===== src/rtl/core_pkg.sv =====
// Shared types and constants for the core front end.
package core_pkg;

    localparam int unsigned XLEN       = 32;
    localparam int unsigned FIFO_DEPTH = 2;
    localparam logic [XLEN-1:0] NOP    = 32'h0000_0013;

    typedef enum logic {
        RUN  = 1'b0,
        HALT = 1'b1
    } fetch_state_t;

    typedef struct packed {
        logic [XLEN-1:0] pc;
        logic [XLEN-1:0] instr;
    } fetch_entry_t;

endpackage


===== src/rtl/fetch_fifo2.sv =====
// Two-entry fetch FIFO: head/tail registers, head always presented to decode.
module fetch_fifo2
    import core_pkg::*;
(
    input  logic         clk_i,
    input  logic         rst_i,
    input  logic         push_i,
    input  logic         pop_i,
    input  logic         flush_i,
    input  fetch_entry_t wdata_i,
    output fetch_entry_t head_o,
    output logic         valid_o,
    output logic [1:0]   count_o
);

    fetch_entry_t head_q, head_d;
    fetch_entry_t tail_q, tail_d;
    logic [1:0]   count_q, count_d;

    always_ff @(posedge clk_i) begin
        if (rst_i) begin
            head_q  <= '0;
            tail_q  <= '0;
            count_q <= 2'd0;
        end else begin
            head_q  <= head_d;
            tail_q  <= tail_d;
            count_q <= count_d;
        end
    end

    // Pop shifts tail into head; simultaneous push refills the freed slot.
    always_comb begin
        head_d  = head_q;
        tail_d  = tail_q;
        count_d = count_q;
        if (flush_i) begin
            count_d = 2'd0;
        end else begin
            case ({push_i, pop_i})
                2'b10: begin
                    if (count_q == 2'd0) head_d = wdata_i;
                    else                 tail_d = wdata_i;
                    count_d = count_q + 2'd1;
                end
                2'b01: begin
                    head_d  = tail_q;
                    count_d = count_q - 2'd1;
                end
                2'b11: begin
                    if (count_q == 2'd2) begin
                        head_d = tail_q;
                        tail_d = wdata_i;
                    end else begin
                        head_d = wdata_i;
                    end
                end
                default: ;
            endcase
        end
    end

    assign head_o  = head_q;
    assign valid_o = (count_q != 2'd0);
    assign count_o = count_q;

endmodule


===== src/rtl/im_fetch_ctrl.sv =====
// Instruction-fetch sequencer: PC, run/halt control, redirect flush and
// delivery counter in front of a 2-entry fetch FIFO.
module im_fetch_ctrl
    import core_pkg::*;
#(
    parameter logic [31:0] RESET_PC = 32'h0000_0000
) (
    input  logic        clk_i,
    input  logic        rst_i,
    output logic [31:0] im_addr_o,
    input  logic [31:0] im_data_i,
    input  logic        redirect_i,
    input  logic [31:0] redirect_pc_i,
    input  logic        halt_i,
    input  logic        resume_i,
    output logic        valid_o,
    input  logic        ready_i,
    output logic [31:0] instr_o,
    output logic [31:0] pc_o,
    output logic        misalign_o,
    output logic [31:0] fetch_cnt_o
);

    fetch_state_t state_q, state_d;
    logic [31:0]  pc_q, pc_d;
    logic [31:0]  cnt_q, cnt_d;
    logic         misalign_q, misalign_d;

    logic         push, pop, head_valid;
    logic [1:0]   count;
    fetch_entry_t wentry, head;

    assign pop  = head_valid && ready_i;
    assign push = (state_q == RUN) && !redirect_i && !halt_i &&
                  ((count < 2'(FIFO_DEPTH)) || pop);

    assign wentry.pc    = pc_q;
    assign wentry.instr = im_data_i;

    fetch_fifo2 u_fifo (
        .clk_i   (clk_i),
        .rst_i   (rst_i),
        .push_i  (push),
        .pop_i   (pop),
        .flush_i (redirect_i),
        .wdata_i (wentry),
        .head_o  (head),
        .valid_o (head_valid),
        .count_o (count)
    );

    always_ff @(posedge clk_i) begin
        if (rst_i) begin
            state_q    <= RUN;
            pc_q       <= {RESET_PC[31:2], 2'b00};
            cnt_q      <= 32'd0;
            misalign_q <= 1'b0;
        end else begin
            state_q    <= state_d;
            pc_q       <= pc_d;
            cnt_q      <= cnt_d;
            misalign_q <= misalign_d;
        end
    end

    // Redirect never changes run/halt state; halt beats a simultaneous resume.
    always_comb begin
        state_d    = state_q;
        pc_d       = pc_q;
        cnt_d      = cnt_q + 32'(pop);
        misalign_d = misalign_q;

        case (state_q)
            RUN:     if (halt_i) state_d = HALT;
            HALT:    if (resume_i && !halt_i) state_d = RUN;
            default: state_d = RUN;
        endcase

        if (redirect_i) begin
            pc_d = {redirect_pc_i[31:2], 2'b00};
            if (redirect_pc_i[1:0] != 2'b00) misalign_d = 1'b1;
        end else if (push) begin
            pc_d = pc_q + 32'd4;
        end
    end

    assign im_addr_o   = {2'b00, pc_q[31:2]};
    assign valid_o     = head_valid;
    assign instr_o     = head.instr;
    assign pc_o        = head.pc;
    assign misalign_o  = misalign_q;
    assign fetch_cnt_o = cnt_q;

endmodule

===== config.mk =====
export PLATFORM = sky130hd
export DESIGN_NAME = im_fetch_ctrl
export DESIGN_NICKNAME = d
export VERILOG_FILES = /design/src/rtl/core_pkg.sv /design/src/rtl/fetch_fifo2.sv /design/src/rtl/im_fetch_ctrl.sv
export SDC_FILE = /design/constraint.sdc
export NUM_CORES = 1
export LEC_CHECK = 0
export CORE_MARGIN = 5
export CORE_UTILIZATION = 50
export DETAILED_ROUTE_END_ITERATION = 10
export GPL_TIMING_DRIVEN = 1
export PLACE_DENSITY_LB_ADDON = 0.25
export SLEW_MARGIN = 10
export SYNTH_ARGS = -nofsm -noshare
export SYNTH_HDL_FRONTEND = slang
export SYNTH_SLANG_ARGS = --single-unit

===== constraint.sdc =====
create_clock -name clk_i -period 2.4 [get_ports clk_i]
set_input_delay 0.36 -clock clk_i [delete_from_list [all_inputs] [get_ports clk_i]]
set_output_delay 0.36 -clock clk_i [all_outputs]
set_load 0.005 [all_outputs]

==> reports/qor.txt <==
HPWL Detailed = 15460 µm
initial drt markers = 555
syn_area_per_cell = 8.376 µm²
worst-skew pair later-pin latency = 0.43 ns
r2r setup slk = 0.33 ns
Post-synth EDFFs = 0
top cell type's share of synthesized area = 0.4663
port bufs = 195
vias in the first global route = 7093
Boundary Pins = 200
flops & latches, synth = 190
setup_tns = 0 ns
Finished Cell Area = 11090 µm²
most frequent cells in the layout = 194 x clkdlybuf4s50_1, 190 x dfxtp_1, 160 x nand2_1, 116 x nor2_1, 78 x a21oi_1
Pwr Density = 621.4 nW/µm²
CP Capture Type = flip-flop
worst relative slew slack = 0.5252
Final Slew Violations = 0
post-CTS sizing = 0
Residual DRC = 0
CTS root buf = clkbuf_16
synth warn = 0
via density per instance = 5.565
clk slew on worst S/H paths = 0.07 ns
leakage power figure = 0.003879 µW
part of the power in registers = 0.487
Worst Path Required = 2.69 ns
Max Cap Viol = 0
Slew @ Worst Pin = 0.7122 ns
routed wire length = 23030 µm
achievable frequency = 482.4 MHz
Psw = 1658 µW
hold_buf cts = 0
RSZ-0062 raised after global routing = no
Layout Skew = 0.01299 ns
1st-pass router iterations = 5
Inst Count DP = 1351
final setup violation count = 0
Power Internal = 5232 µW
total track usage = 0.2357
GP Congestion = 0.8103
mux contribution to synthesized area = 0.002607
Synth area leaders = dfxtp_1 47%, nand2_1 7.4%, a221oi_1 6.8%
post-route ant nets = 0
crit path cell chain = o21ai_2, inv_1, ha_1, a21oi_1, nor2_4, buf_12, a221oi_1, nor3_1
Layout fillers = 1282
row count = 46
Combinational Power Share = 0.108
Post-Synth Simple-Gate Area = 0.2629
register area share after synthesis = 0.4663
area delta synth->final = 35.92%
proportion of layout cells with a drive suffix above 1 = 0.09083
Yosys cell types = 58
Synth Area in Compound Gates = 0.1494
via count = 7702
Post-Synth Adder-Cell Area = 0.009202
Crit Path Category = flip-flop to flip-flop
clk buf depth = 2
slowest CP cell = dfxtp_1
post-CTS setup buffer count = 0
CP top delay family = compound AO/OA/AOI/OAI gates
status = completed
asr flop ratio synth = 0
Std-Cell Core Area = 15940 µm²
peak fanout along the critical path = 24
WL/cell = 16.64 µm
Die Y = 137.7 µm
# clock sinks = 190
Sw Share = 0.2407
total CTS buffers = 17
CP arrival = 2.37 ns
grt ovf = 0
clock share of power = 0.405
area leader, netlist = dfxtp_1
antenna violations before repair = 2
critical path's largest stage delay = 0.42 ns
Pwr Total = 6890 µW
Initial Util = 0.5117
Worst IR Drop VDD = 476.3 µV
ys flop type = dfxtp_1
commonest non-fill, non-tap cell in the layout = clkdlybuf4s50_1
largest net degree at the start of global routing = 91
filler-free cell count of the finished design = 1384
crit path time final = 2.073 ns
depth of the CTS H-tree = 4
Hold Vio Cnt, Final = 0
HP Class = input pin to flip-flop
Tcrit/Tclk final = 0.8638
CP startpoint kind = flip-flop
first-pass GRT wire length = 36090 µm
cells after synthesis = 974
xor/xnor share of the synthesized area = 0.05798
placed instance area = 10500 µm²
largest family of logic cells by synthesized area = simple AND/OR/NAND/NOR gates
chip width = 137.7 µm
CP Buf/Inv Count = 2
Post-Syn Area = 8158 µm²
die area = 18970 µm²
TritonCTS clock tree = yes
# nets final = 1230
[cell type report]
cell class                 count  area [µm²]  area share
timing repair buffer         240        2416      0.2179
clock inverter                12       135.1     0.01219
multi-input combinational    694        3973      0.3583
tap                          216       270.3     0.02437
clock buffer                  20       446.7     0.04028
inverter                      11       41.29    0.003724
sequential                   190        3804      0.3430
antenna                        1       2.502   0.0002257
[power groups by stage]
stage                     sequential (µW)  clock (µW)  combinational (µW)
final                                3360        2790                 743
after global routing                 3370        2970                 806
after CTS                            3360        2830                 747
after detailed placement             3430           0                 742
after global placement               3430           0                 735
after floorplan                      3410           0                 311
[cells by family after synthesis]
logic type / count (synthesis)
AOI/OAI and AO/OA: 176
xor gates and xnor gates: 54
adders and majority gates: 6
buffers and inverters: 93
DFF: 190
muxes: 2
other: 1
and+or+nand+nor: 452
[cells in the mapped netlist (all sizes together) (12+ instances only)]
library cell	count
nor3	71
dfxtp	190
clkbuf	48
xnor2	16
xor2	38
a211oi	13
nand2	161
a21oi	78
buf	34
nand3	21
nor2	119
nand4	31
and3	12
a221oi	63
[sequential cells by signal (all words and copies together) (netlist names)]
name / flops
u_fifo.tail_q: 62
u_fifo.head_o: 62
pc_q: 30
u_fifo.count_o: 2
state_q: 1
misalign_o: 1
fetch_cnt_o: 32
[path summary, 6_finish.rpt]
| kind | startpoint | end | cells past startpoint |
|---|---|---|---|
| setup / recovery | u_fifo.count_o[0] | u_fifo.head_o[37] | 8 |
| hold / removal | rst_i | fetch_cnt_o[8] | 2 |
| setup reg to reg | u_fifo.count_o[0] | u_fifo.head_o[37] | 8 |
| hold reg to reg | misalign_o | misalign_o | 2 |
[metal layers]
metal	GRT usage	part of all wire	wire, µm
met5	0	0.00039	9
met4	0.08397	0.018	424
met3	0.04638	0.067	1534
met2	0.3820	0.47	10920
met1	0.3136	0.44	10140
[metrics by stage]
step	utilization	hold WS [ns]	setup slack [ns]
floorplan	-	0.4364	0.3022
global placement	0.6588	0.4334	0.01766
detailed placement	0.6588	0.4428	-0.03398
CTS	0.6953	0.4316	0.3251
global route	0.6955	0.4566	0.1593
finish	0.6955	0.4504	0.3268
Note: power is estimated with default switching activity, not from simulation.
